--- src/rtl/pipeline_pkg.sv ---
// Shared definitions for the load-use hazard detector: state encoding, the
// zero register, default stall depth and the load-use match function.
package pipeline_pkg;

  typedef enum logic {
    HZ_RUN   = 1'b0,
    HZ_STALL = 1'b1
  } hz_state_e;

  localparam logic [4:0]  REG_ZERO                  = 5'd0;
  localparam int unsigned DEFAULT_LOAD_STALL_CYCLES = 32'd1;
  localparam int unsigned DEFAULT_CNT_W             = 32'd3;

  // Register 0 is hard-wired, so a load targeting it never creates a dependency.
  function automatic logic load_use_hazard(
    input logic       mem_read,
    input logic [4:0] ex_rt,
    input logic [4:0] id_rs,
    input logic [4:0] id_rt
  );
    return mem_read & (ex_rt != REG_ZERO) & ((ex_rt == id_rs) | (ex_rt == id_rt));
  endfunction

endpackage

--- src/rtl/hazard_detection_unit_if.sv ---
// Pipeline-side bundle for the hazard detector. Stall_Count exists only when
// HAZARD_STALL_COUNTER_EN is defined.
interface hazard_detection_unit_if;

  logic        ID_EX_MemRead;
  logic [4:0]  ID_EX_Rt;
  logic [4:0]  IF_ID_Rs;
  logic [4:0]  IF_ID_Rt;
  logic        Branch_Taken;
  logic        PC_Write;
  logic        IF_ID_Write;
  logic        Control_Bubble;
  logic        IF_ID_Flush;
  logic        Stall_Active;
`ifdef HAZARD_STALL_COUNTER_EN
  logic [31:0] Stall_Count;
`endif

  modport master (
    output ID_EX_MemRead, ID_EX_Rt, IF_ID_Rs, IF_ID_Rt, Branch_Taken,
    input  PC_Write, IF_ID_Write, Control_Bubble, IF_ID_Flush, Stall_Active
`ifdef HAZARD_STALL_COUNTER_EN
    , input Stall_Count
`endif
  );

  modport slave (
    input  ID_EX_MemRead, ID_EX_Rt, IF_ID_Rs, IF_ID_Rt, Branch_Taken,
    output PC_Write, IF_ID_Write, Control_Bubble, IF_ID_Flush, Stall_Active
`ifdef HAZARD_STALL_COUNTER_EN
    , output Stall_Count
`endif
  );

endinterface

--- src/rtl/stall_counter.sv ---
// Loadable down-counter that tracks the remaining bubbles of a multi-cycle
// load-use stall; last_o flags the final stall cycle.
module stall_counter #(
  parameter int unsigned CNT_W = 32'd3
) (
  input  logic             clk,
  input  logic             reset,
  input  logic             clr_i,
  input  logic             load_i,
  input  logic [CNT_W-1:0] load_val_i,
  input  logic             dec_i,
  output logic             last_o
);

  logic [CNT_W-1:0] cnt_q;
  logic [CNT_W-1:0] cnt_d;

  // Clear wins over load so a taken branch always leaves the counter idle.
  always_comb begin
    cnt_d = cnt_q;
    if (clr_i) begin
      cnt_d = {CNT_W{1'b0}};
    end else if (load_i) begin
      cnt_d = load_val_i;
    end else if (dec_i && (cnt_q != {CNT_W{1'b0}})) begin
      cnt_d = cnt_q - {{(CNT_W-1){1'b0}}, 1'b1};
    end else begin
      cnt_d = cnt_q;
    end
  end

  always_ff @(posedge clk or posedge reset) begin
    if (reset) begin
      cnt_q <= {CNT_W{1'b0}};
    end else begin
      cnt_q <= cnt_d;
    end
  end

  assign last_o = (cnt_q == {{(CNT_W-1){1'b0}}, 1'b1});

endmodule

--- src/rtl/hazard_detection_unit.sv ---
// Load-use hazard detector and stall sequencer. Optional bubble counter output
// is enabled by defining HAZARD_STALL_COUNTER_EN.
module hazard_detection_unit
  import pipeline_pkg::*;
#(
  parameter int unsigned LOAD_STALL_CYCLES = DEFAULT_LOAD_STALL_CYCLES,
  parameter int unsigned CNT_W             = DEFAULT_CNT_W
) (
  input  logic                    clk,
  input  logic                    reset,
  hazard_detection_unit_if.slave  hz
);

  localparam logic [CNT_W-1:0] LOAD_VAL = CNT_W'(LOAD_STALL_CYCLES - 32'd1);

  hz_state_e state_q;
  hz_state_e state_d;
  logic      hazard_s;
  logic      cnt_clr_s;
  logic      cnt_load_s;
  logic      cnt_dec_s;
  logic      cnt_last_s;
  logic      pc_write_s;
  logic      ifid_write_s;
  logic      bubble_s;
  logic      flush_s;
  logic      bubble_out_s;

  assign hazard_s = load_use_hazard(hz.ID_EX_MemRead, hz.ID_EX_Rt, hz.IF_ID_Rs, hz.IF_ID_Rt);

  always_ff @(posedge clk or posedge reset) begin
    if (reset) begin
      state_q <= HZ_RUN;
    end else begin
      state_q <= state_d;
    end
  end

  stall_counter #(.CNT_W(CNT_W)) u_stall_counter (
    .clk        (clk),
    .reset      (reset),
    .clr_i      (cnt_clr_s),
    .load_i     (cnt_load_s),
    .load_val_i (LOAD_VAL),
    .dec_i      (cnt_dec_s),
    .last_o     (cnt_last_s)
  );

  // A taken branch squashes the dependent instruction, so it beats any stall.
  always_comb begin
    state_d      = state_q;
    cnt_clr_s    = 1'b0;
    cnt_load_s   = 1'b0;
    cnt_dec_s    = 1'b0;
    pc_write_s   = 1'b1;
    ifid_write_s = 1'b1;
    bubble_s     = 1'b0;
    flush_s      = 1'b0;
    if (hz.Branch_Taken) begin
      flush_s   = 1'b1;
      cnt_clr_s = 1'b1;
      state_d   = HZ_RUN;
    end else begin
      case (state_q)
        HZ_RUN: begin
          if (hazard_s) begin
            pc_write_s   = 1'b0;
            ifid_write_s = 1'b0;
            bubble_s     = 1'b1;
            if (LOAD_STALL_CYCLES > 32'd1) begin
              cnt_load_s = 1'b1;
              state_d    = HZ_STALL;
            end else begin
              state_d    = HZ_RUN;
            end
          end else begin
            state_d = HZ_RUN;
          end
        end
        HZ_STALL: begin
          pc_write_s   = 1'b0;
          ifid_write_s = 1'b0;
          bubble_s     = 1'b1;
          cnt_dec_s    = 1'b1;
          if (cnt_last_s) begin
            state_d = HZ_RUN;
          end else begin
            state_d = HZ_STALL;
          end
        end
        default: begin
          cnt_clr_s = 1'b1;
          state_d   = HZ_RUN;
        end
      endcase
    end
  end

  // Reset overrides the decode immediately, without waiting for a clock edge.
  always_comb begin
    if (reset) begin
      hz.PC_Write       = 1'b1;
      hz.IF_ID_Write    = 1'b1;
      bubble_out_s      = 1'b0;
      hz.IF_ID_Flush    = 1'b0;
    end else begin
      hz.PC_Write       = pc_write_s;
      hz.IF_ID_Write    = ifid_write_s;
      bubble_out_s      = bubble_s;
      hz.IF_ID_Flush    = flush_s;
    end
  end

  assign hz.Control_Bubble = bubble_out_s;
  assign hz.Stall_Active   = (state_q == HZ_STALL);

`ifdef HAZARD_STALL_COUNTER_EN
  logic [31:0] stall_count_q;
  logic [31:0] stall_count_d;

  always_comb begin
    if (bubble_out_s && (stall_count_q != 32'hFFFF_FFFF)) begin
      stall_count_d = stall_count_q + 32'd1;
    end else begin
      stall_count_d = stall_count_q;
    end
  end

  always_ff @(posedge clk or posedge reset) begin
    if (reset) begin
      stall_count_q <= 32'd0;
    end else begin
      stall_count_q <= stall_count_d;
    end
  end

  assign hz.Stall_Count = stall_count_q;
`endif

endmodule

--- src/flat_wrapper.sv ---
// flat-port wrapper written by rule: the top's interface ports become plain ports
module hazard_detection_unit_flat import pipeline_pkg::*;
#(
  parameter int unsigned LOAD_STALL_CYCLES = DEFAULT_LOAD_STALL_CYCLES,
  parameter int unsigned CNT_W             = DEFAULT_CNT_W
)
  (clk, reset, hz_ID_EX_MemRead, hz_ID_EX_Rt, hz_IF_ID_Rs, hz_IF_ID_Rt, hz_Branch_Taken, hz_PC_Write, hz_IF_ID_Write, hz_Control_Bubble, hz_IF_ID_Flush, hz_Stall_Active);
  hazard_detection_unit_if hz_i ();
  input  logic clk;
  input  logic reset;
  input wire logic [$bits(hz_i.ID_EX_MemRead)-1:0] hz_ID_EX_MemRead;
  input wire logic [$bits(hz_i.ID_EX_Rt)-1:0] hz_ID_EX_Rt;
  input wire logic [$bits(hz_i.IF_ID_Rs)-1:0] hz_IF_ID_Rs;
  input wire logic [$bits(hz_i.IF_ID_Rt)-1:0] hz_IF_ID_Rt;
  input wire logic [$bits(hz_i.Branch_Taken)-1:0] hz_Branch_Taken;
  output wire logic [$bits(hz_i.PC_Write)-1:0] hz_PC_Write;
  output wire logic [$bits(hz_i.IF_ID_Write)-1:0] hz_IF_ID_Write;
  output wire logic [$bits(hz_i.Control_Bubble)-1:0] hz_Control_Bubble;
  output wire logic [$bits(hz_i.IF_ID_Flush)-1:0] hz_IF_ID_Flush;
  output wire logic [$bits(hz_i.Stall_Active)-1:0] hz_Stall_Active;
  assign hz_i.ID_EX_MemRead = hz_ID_EX_MemRead;
  assign hz_i.ID_EX_Rt = hz_ID_EX_Rt;
  assign hz_i.IF_ID_Rs = hz_IF_ID_Rs;
  assign hz_i.IF_ID_Rt = hz_IF_ID_Rt;
  assign hz_i.Branch_Taken = hz_Branch_Taken;
  assign hz_PC_Write = hz_i.PC_Write;
  assign hz_IF_ID_Write = hz_i.IF_ID_Write;
  assign hz_Control_Bubble = hz_i.Control_Bubble;
  assign hz_IF_ID_Flush = hz_i.IF_ID_Flush;
  assign hz_Stall_Active = hz_i.Stall_Active;
  hazard_detection_unit #(.LOAD_STALL_CYCLES(LOAD_STALL_CYCLES), .CNT_W(CNT_W)) u_core (.clk(clk), .reset(reset), .hz(hz_i));
endmodule
--- config.mk ---
export PLATFORM = sky130hd
export DESIGN_NAME = hazard_detection_unit_flat
export DESIGN_NICKNAME = d
export VERILOG_FILES = /design/src/rtl/pipeline_pkg.sv /design/src/rtl/hazard_detection_unit_if.sv /design/src/rtl/stall_counter.sv /design/src/rtl/hazard_detection_unit.sv /design/src/flat_wrapper.sv
export SDC_FILE = /design/constraint.sdc
export NUM_CORES = 1
export LEC_CHECK = 0
export ABC_AREA = 1
export BUFFER_PORTS_ARGS = -buffer_cell sky130_fd_sc_hd__buf_4
export CORE_AREA = 2 2 39 41
export DETAILED_ROUTE_END_ITERATION = 8
export DIE_AREA = 0 0 41 43
export PLACE_DENSITY = 0.76
export SYNTH_ARGS = -nofsm -noshare
export SYNTH_HDL_FRONTEND = slang
export SYNTH_SLANG_ARGS = --single-unit
--- constraint.sdc ---
create_clock -name clk -period 1.2 [get_ports clk]
set_input_delay 0.24 -clock clk [delete_from_list [all_inputs] [get_ports clk]]
set_output_delay 0.24 -clock clk [all_outputs]
set_load 0.02 [all_outputs]
==> flow_metrics.tcl <==
set metrics [dict create \
    whs_ns 0.180 \
    synth_cells 81 \
    synth-compound-area-share_pct 10.7 \
    critPathSlowestCell "a21oi_2" \
    first_global_vias 525 \
    max_stage_delay_ns 0.13 \
    min_period_over_period_pct 112 \
    drive_gt1_share_pct 54.1 \
    relSlewSlack_pct 86.8 \
    ys_warn_count 0 \
    clock_sinks 4 \
    postRouteAntennaNets 0 \
    io_buffers 23 \
    wl_mm 1.31 \
    skew_ns 0.00981 \
    top_layer "met4" \
    start_util_pct 32.9 \
    synth-xor-area-share_pct 3.85 \
    fin_crit_ns 1.35 \
    drt_iter0_drc 14 \
    antenna_found_initial 0 \
    fillerInstances 134 \
    route.detailed.drc 0 \
    grt_setup_unrepaired "yes" \
    synth_edf_count 0 \
    max_freq_ghz 0.743 \
    synthTopCellsByCount "28 x nand2_1, 21 x inv_1, 9 x nor2_1" \
    synth_fa_ha_area_share_pct 8.24 \
    place_area_um2 658 \
    ys_async_sr_fraction_pct 100 \
    power_per_cell_area_nw_per_um2 603 \
    met2WireLength_um 762 \
    crit_top_cell "nand2_1" \
    synth_seq_cells 4 \
    drt-met1-wl_um 499 \
    area_growth_pct 80.8 \
    hold_depth 2 \
    muxShareOfSynthArea_pct 0 \
    ys.flop_type "dfrtp_1" \
    finalSetupViolCount 3 \
    clock_latency_ns 0.25 \
    netlist.area_leader.share_pct 23.1 \
    crit_arrival_ns 1.11 \
    peakVddDrop_mv 0.319 \
    synth_top_area_cell "nand2_1" \
    grt_util_all_layers_pct 14.4 \
    cts_tree "yes" \
    cp-end-kind "output port" \
    cts_made_buffers 3 \
    synth.distinct_cells 15 \
    grt-ovfl-total 0 \
    drv_slew 0 \
    cp-start-kind "input pin" \
    grt_max_degree 5 \
    p_leak_uw 0.000459 \
    vias 569 \
    cts-htree-levels 1 \
    design_area_um2 823 \
    die-area_um2 1760 \
    vias_per_cell 4.48 \
    required_ns 0.96 \
    crit_path_max_fanout 2 \
    synthesis.nets 103 \
    wl_met3_um 32 \
    ctsLongestPathBuffers 2 \
    crit_buf_inv 2 \
    synth_area_leaders "nand2_1 23%, dfrtp_1 22%, inv_1 17%" \
    root_buffer "clkbuf_4" \
    maxCapViolCount 0 \
    violations "setup timing" \
    dr.pass1.iters 4 \
    crit_chain "buf_4 -> nand2_1 -> nand2_1 -> nor2_1 -> nand3_1 -> nand2_1 -> nand2_2 -> a21oi_2 -> buf_6" \
    hold_violations 0 \
    critPathKind "in2out" \
    synth-simple-area-share_pct 35.4 \
    num_rows 14 \
    hold_path_class "in2reg" \
    clk_pin_slew_ns 0.05 \
    hpwl_um 915 \
    core-area_um2 1380 \
    grt_first_pass_wirelength_mm 1.78 \
    ys_seq_area_share_pct 22.0 \
    syn_area_um2 455 \
    status "complete, but fails checks" \
    synth_top_family_by_area "simple AND/OR/NAND/NOR gates" \
    die_x_um 41 \
    antenna_cells 0 \
    synth.most_common_cell "nand2_1" \
    crit_family "simple AND/OR/NAND/NOR gates" \
    layout_setup_ws_ns -0.146 \
    syn_avg_cell_area_um2 5.62 \
    r2r_cells 8 \
    io_pins 24 \
    nets 135 \
    wl_per_cell_um 10.3 \
    die_y_um 43 \
    worst_pin_slew_ns 0.198 \
    worst-path-stages 9 \
    gp_congestion 0.703 \
]
layer usage:
layer,track usage (%),vias to the layer above
li1,-,299
met1,14.0,253
met2,27.5,15
met3,1.57,2
met4,6.00,0
met5,0,-
worst register-to-register path, cell delays in order (launching register included):
cell	delay (ns)
dfrtp_1	0.34
inv_1	0.06
ha_1	0.20
nand2_1	0.06
nand2_1	0.08
inv_2	0.07
nand2_1	0.07
o21ai_1	0.11
a21oi_1	0.05
sequential cells by signal, summed over array words and instances, names as in the netlist:
name,cells
u_core.hz.Stall_Active,1
u_core.u_stall_counter.cnt_q,3
cells in the final DEF (no fill, tap or decap), drive strengths merged:
cell type and instances:
nor2 9, dlygate4sd3 1, dfrtp 4, xnor2 2
nand2 29, a211oi 2, a21oi 3, o21ai 3
nand4 1, ha 3, inv 22, buf 27
nand3 2, clkbuf 3
kinds of logic after synthesis:
family	after synthesis
and+or+nand+nor	41
AOI/OAI and AO/OA	8
DFF	4
xor gates and xnor gates	2
buffers and inverters	23
adders and majority gates	3
power by group:
part | switching [uW] | leakage (uW) | internal, uW | total [uW]
Combinational | 82.3 | 0.000389 | 97.2 | 180
Sequential | 0.000000000000229 | 0.0000559 | 135 | 135
Clock | 69.0 | 0.0000138 | 113 | 182
Total | 151 | 0.000459 | 345 | 497
final cells by class:
cell class	instances	area [um^2]	area share [%]
Tap cell	16	20.0	2.43
Clock buffer	3	22.5	2.74
Timing Repair Buffer	28	280	34.0
Sequential cell	4	100	12.2
Multi-Input combinational cell	54	310	37.7
Inverter	22	90.1	10.9
stage by stage:
step | power, uW | utilization (%) | TNS, ns | cells | setup slack, ns
floorplan | 197 | - | 0 | 81 | 0.0132
global placement | 262 | 47.6 | -0.288 | 121 | -0.104
detailed placement | 265 | 47.6 | -0.374 | 121 | -0.133
CTS | 460 | 53.3 | -0.294 | 125 | -0.109
global route | 515 | 59.5 | -0.683 | 127 | -0.228
finish | 497 | 59.5 | -0.428 | 127 | -0.146
worst paths after layout:
kind / endpoint / slack, ns / from
setup / recovery: hz_Control_Bubble / -0.15 / hz_IF_ID_Rs[0]
hold / removal: u_core.u_stall_counter.cnt_q[1]$_DFFE_PP0P_ / 0.18 / hz_Branch_Taken
setup reg to reg: u_core.u_stall_counter.cnt_q[2]$_DFFE_PP0P_ / 0.06 / u_core.u_stall_counter.cnt_q[0]$_DFFE_PP0P_
hold reg to reg: u_core.u_stall_counter.cnt_q[1]$_DFFE_PP0P_ / 0.56 / u_core.u_stall_counter.cnt_q[1]$_DFFE_PP0P_
max in group asynchronous: u_core.u_stall_counter.cnt_q[0]$_DFFE_PP0P_ / 0.59 / reset
min in group asynchronous: u_core.u_stall_counter.cnt_q[1]$_DFFE_PP0P_ / 0.45 / reset
timing repair:
item / CTS / global route
endpoints found under the hold margin: 4 / 0
pin swaps: 14 / 18
hold buffers: 1 / 0
endpoints found under the setup margin: 3 / 4
setup buffers: 0 / 2
resized for setup: 19 / 31
Power figures use the tool's default switching activity.
